**src/rtl/gray_decoder.sv**
```systemverilog
// Two-stage Gray-to-binary decoder with step tracking against the previous sample.
// Flags up/down steps, holds and illegal jumps; keeps a saturating error count.
//
//   state  | meaning
//   EMPTY  | no reference value yet; next sample reports first
//   LOCKED | prev holds last decoded value; next sample is compared
module gray_decoder #(
    parameter int WIDTH = 8,
    parameter int ERR_W = 8
) (
    input  logic             clk,
    input  logic             reset,
    input  logic [WIDTH-1:0] gray_in,
    input  logic             in_valid,
    input  logic             clear,
    output logic [WIDTH-1:0] bin_out,
    output logic             out_valid,
    output logic             first,
    output logic             step_up,
    output logic             step_dn,
    output logic             hold,
    output logic             err_pulse,
    output logic [ERR_W-1:0] err_count
);

    typedef enum logic {EMPTY = 1'b0, LOCKED = 1'b1} state_t;

    localparam logic [WIDTH-1:0] ONE     = WIDTH'(1);
    localparam logic [ERR_W-1:0] ERR_MAX = '1;

    state_t           state, state_nxt;
    logic [WIDTH-1:0] g_q;
    logic             v1;
    logic [WIDTH-1:0] prev;
    logic [WIDTH-1:0] b;
    logic [WIDTH-1:0] prev_inc;
    logic [WIDTH-1:0] prev_dec;
    logic             f_first, f_up, f_dn, f_hold, f_err;

    function automatic logic [WIDTH-1:0] gray2bin(input logic [WIDTH-1:0] g);
        logic [WIDTH-1:0] r;
        r[WIDTH-1] = g[WIDTH-1];
        for (int i = WIDTH - 2; i >= 0; i--) begin
            r[i] = r[i+1] ^ g[i];
        end
        return r;
    endfunction

    always_ff @(posedge clk) begin
        if (!reset || clear) begin
            state <= EMPTY;
        end else begin
            state <= state_nxt;
        end
    end

    always_comb begin
        state_nxt = state;
        f_first   = 1'b0;
        f_up      = 1'b0;
        f_dn      = 1'b0;
        f_hold    = 1'b0;
        f_err     = 1'b0;
        b         = gray2bin(g_q);
        prev_inc  = prev + ONE;
        prev_dec  = prev - ONE;
        if (v1) begin
            case (state)
                EMPTY: begin
                    f_first   = 1'b1;
                    state_nxt = LOCKED;
                end
                LOCKED: begin
                    if (b == prev_inc) begin
                        f_up = 1'b1;
                    end else if (b == prev_dec) begin
                        f_dn = 1'b1;
                    end else if (b == prev) begin
                        f_hold = 1'b1;
                    end else begin
                        f_err = 1'b1;
                    end
                end
                default: state_nxt = EMPTY;
            endcase
        end
    end

    always_ff @(posedge clk) begin
        if (!reset) begin
            g_q       <= '0;
            v1        <= 1'b0;
            prev      <= '0;
            bin_out   <= '0;
            out_valid <= 1'b0;
            first     <= 1'b0;
            step_up   <= 1'b0;
            step_dn   <= 1'b0;
            hold      <= 1'b0;
            err_pulse <= 1'b0;
            err_count <= '0;
        end else if (clear) begin
            // bin_out deliberately keeps its last value across a flush
            v1        <= 1'b0;
            prev      <= '0;
            out_valid <= 1'b0;
            first     <= 1'b0;
            step_up   <= 1'b0;
            step_dn   <= 1'b0;
            hold      <= 1'b0;
            err_pulse <= 1'b0;
            err_count <= '0;
        end else begin
            v1 <= in_valid;
            if (in_valid) begin
                g_q <= gray_in;
            end
            out_valid <= v1;
            first     <= f_first;
            step_up   <= f_up;
            step_dn   <= f_dn;
            hold      <= f_hold;
            err_pulse <= f_err;
            if (v1) begin
                bin_out <= b;
                prev    <= b;
            end
            if (f_err && (err_count != ERR_MAX)) begin
                err_count <= err_count + ERR_W'(1);
            end
        end
    end

endmodule

```
**config.mk**
```make
export PLATFORM = sky130hd
export DESIGN_NAME = gray_decoder
export DESIGN_NICKNAME = d
export VERILOG_FILES = /design/src/rtl/gray_decoder.sv
export SDC_FILE = /design/constraint.sdc
export NUM_CORES = 1
export LEC_CHECK = 0
export ABC_AREA = 1
export BUFFER_PORTS_ARGS = -buffer_cell sky130_fd_sc_hd__buf_4
export CAP_MARGIN = 40
export CORE_ASPECT_RATIO = 1.1
export CORE_MARGIN = 1.5
export CORE_UTILIZATION = 45
export CTS_BUF_LIST = sky130_fd_sc_hd__clkbuf_8
export CTS_CLUSTER_DIAMETER = 150
export DETAILED_ROUTE_END_ITERATION = 16
export PLACE_DENSITY_LB_ADDON = 0.08
export SYNTH_ARGS = -nofsm -noshare
export SYNTH_HDL_FRONTEND = slang
export SYNTH_SLANG_ARGS = --single-unit
```
**constraint.sdc**
```tcl
create_clock -name clk -period 3.5 [get_ports clk]
set_input_delay 0.35 -clock clk [delete_from_list [all_inputs] [get_ports clk]]
set_output_delay 0.35 -clock clk [all_outputs]
set_load 0.02 [all_outputs]
```
==> key figures <==
Run status
  – Status: completed

Worst hold path
  – Hold Path Origin: in_valid
  – Hold WC Path Type: primary input to flop

Floorplan
  – Die span in x: 70.5 µm
  – DIE AREA: 5450 µm²
  – DIE HEIGHT: 77.3 µm
  – Core Region: 4750 µm²
  – Row count: 26
  – Initial Util: 47.5%
  – # IOs: 34

STA
  – Final worst path period share: 69.0%
  – RSZ-0062 raised after global routing: no
  – Worst-margin pin slew: 711 ps
  – Final TNS setup: 0 ps
  – # setup viols final: 0
  – Peak Freq: 0.414 GHz
  – Crit path time final: 2410 ps
  – Rel. slew slack: 52.4%
  – Final Hold Fails: 0
  – Post-route clock skew: 7.02 ps
  – Fin. max-slew vios: 0

Synth
  – Leading area contributor after synthesis: dfxtp_1
  – Yosys top cell area share: 35.5%
  – Distinct cell type count of the synthesized netlist: 26
  – Ys Warns: 0
  – Mapped Cells: 324
  – Top_reg_cell synth: dfxtp_1
  – #FFs+latches synth: 40
  – Sequential share of the synthesized area: 35.5%
  – Post-synth ARST share: 0%
  – Syn nets: 339
  – Syn Area/Cell: 6.97 µm²
  – Post-Synthesis Cell Area: 2260 µm²
  – Top post-synthesis cells by area: dfxtp_1 (35%), nand2_1 (10%), nand3_1 (8.4%), inv_1 (7.3%), nor2_1 (7.2%)
  – Post-synth EDFFs: 0

Global routing
  – Largest net degree at the start of global routing: 17
  – First-pass GRT wire length: 8340 µm
  – Grt total ovfl: 0
  – Number of global-route vias before repair: 1,860
  – Initial antenna violation count: 0
  – GRT Overall Usage: 19.1%

Pwr
  – Peak supply drop: 0.206 mV
  – Static Leak: 1.21 nW
  – PwrDens: 378 nW/µm²

Clock network
  – Clock-pin slew on the worst setup and hold paths: 80 ps
  – CTS Root Cell: clkbuf_8
  – Post-CTS sizing: 0
  – Num Clock Sinks: 40
  – Number of CTS-inserted buffers: 5
  – CTS tree: done
  – Htree depth: 2
  – Clock Tree Buf Depth: 2
  – Post-CTS Setup Repair Bufs: 0
  – Cts hold-fix bufs: 0
  – Clock latency on the worst-skew pair: 300 ps

Setup path
  – Crit-path slowest cell: dfxtp_1
  – Cell family with most CP delay: simple AND/OR/NAND/NOR gates
  – Crit-path cells: inv_1 -> ha_1 -> nand3_1 -> nor3_1 -> xnor2_1 -> nand2_1 -> nor2_1 -> nand2_1 -> nor2_1 -> nand3_1 -> nor2_1 -> nand2_2 -> nand2_4 -> inv_2 -> nand3_2 -> inv_2 -> nor2_1 -> nor2_1
  – Critical path launch point type: flop
  – Crit path kind: flop to flop
  – Crit path DAT: 2620 ps
  – Worst R2R Start: prev[0]
  – CP dominant cell by count: nor2_1
  – Crit-path max cell delay: 360 ps
  – Worst setup EP type: flop
  – CP bufs+invs: 3
  – Worst-path maximum fanout: 6
  – Worst setup startpoint: prev[0]
  – WP data required: 3700 ps

Placement
  – Input/output buffers: 33
  – Placer's final routability congestion estimate: 0.895
  – Estimated wirelength of the detail-placed design: 3850 µm

Final layout
  – Diodes inserted: 0
  – Layout area overhead: 17.6%
  – Most frequent cells in the layout: nand2_1 (61), inv_1 (45), nor2_1 (43)
  – FF/Latch Area: 801 µm²
  – Layout cell share with drive strength beyond 1: 19.9%
  – Commonest non-fill, non-tap cell in the layout: nand2_1
  – Fillers: 482
  – Final core utilization: 55.9%
  – Layout Nets: 376
  – Multi-input gate area: 1260 µm²

Route
  – Drt pass-1 iters: 4
  – Final WL: 4880 µm
  – Initial drt markers: 89
  – Via count: 2,025
  – Final ANT Viol Nets: 0
  – Routed len/inst: 11.7 µm
  – Routed vias/inst: 4.84
  – Drt drc: 0

Run
  – Max-cap violations: 0
per-layer routing:
layer | routed length [µm] | up-vias | track usage (%)
li1 | - | 1098 | -
met5 | 0 | - | 0
met3 | 171 | 7 | 3.81
met4 | 60 | 0 | 5.77
met1 | 2620 | 885 | 26.7
met2 | 2020 | 35 | 29.4
synthesized netlist by cell type, types with 5 or more instances:
| master | instances |
|---|---|
| nand2_4 | 8 |
| nand3_2 | 5 |
| xor2_1 | 13 |
| a21oi_1 | 11 |
| inv_2 | 5 |
| inv_1 | 44 |
| nand2_2 | 8 |
| nand3_1 | 38 |
| nand2_1 | 61 |
| o21ai_0 | 24 |
| nor2_1 | 43 |
| dfxtp_1 | 40 |
logic make-up (layout without fill, tap and decap cells):
logic type | after synthesis | count (layout) | synth area share, %
AOI/OAI and AO/OA | 37 | 37 | 8.26
xor gates and xnor gates | 16 | 16 | 6.21
adders and majority gates | 3 | 3 | 1.66
buffers and inverters | 53 | 91 | 8.87
DFF | 40 | 40 | 35.5
and+or+nand+nor | 175 | 175 | 39.5
cell type report:
class / count / area share, %
Timing Repair Buffer: 34 / 9.61
Inverter: 49 / 6.93
Clock inverter: 3 / 0.754
Sequential cell: 40 / 30.2
Clock buffer: 5 / 2.59
Multi-Input combinational cell: 231 / 47.3
Tap cell: 56 / 2.64
worst register-to-register path, cell delays in order, from the launching register on:
cell and delay (ps):
dfxtp_1 360, inv_1 180, ha_1 230, nand3_1 130, nor3_1 200, xnor2_1 150, nand2_1 70, nor2_1 100
nand2_1 50, nor2_1 120, nand3_1 100, nor2_1 130, nand2_2 90, nand2_4 100, inv_2 50, nand3_2 90
inv_2 60, nor2_1 90, nor2_1 40
through the flow:
| step | power, mW | cells | setup slack [ps] | area, µm² | hold slack, ps |
|---|---|---|---|---|---|
| 6_report | 1.00 | 418 | 1090 | 2660 | 275 |
| 5_1_grt | 1.06 | 418 | 795 | 2660 | 294 |
| 4_1_cts | 1.01 | 418 | 1060 | 2660 | 272 |
| 3_5_place_dp | 0.702 | 410 | 1070 | 2570 | 443 |
| 3_3_place_gp | 0.700 | 410 | 1030 | 2570 | 443 |
| 2_1_floorplan | 0.656 | 324 | 1430 | 2260 | 413 |
power by group:
group / internal (mW) / total [mW] / switching [mW]
Combinational: 0.0786 / 0.216 / 0.137
Clock: 0.139 / 0.312 / 0.173
Sequential: 0.466 / 0.476 / 0.00993
Total: 0.684 / 1.00 / 0.320
state kept, by name, indices dropped and copies added (netlist names):
register and flops:
state 1, out_valid 1, err_pulse 1, err_count 8, v1 1, hold 1, g_q 8, prev 8
step_up 1, bin_out 8, step_dn 1, first 1
final timing paths:
path / slack [ps] / to / depth (start not counted)
max: 1090 / err_count[4] / 18
min: 270 / v1 / 3
max reg2reg: 1090 / err_count[4] / 18
min reg2reg: 450 / first / 1
No activity file was read; power rests on OpenSTA's default activity.
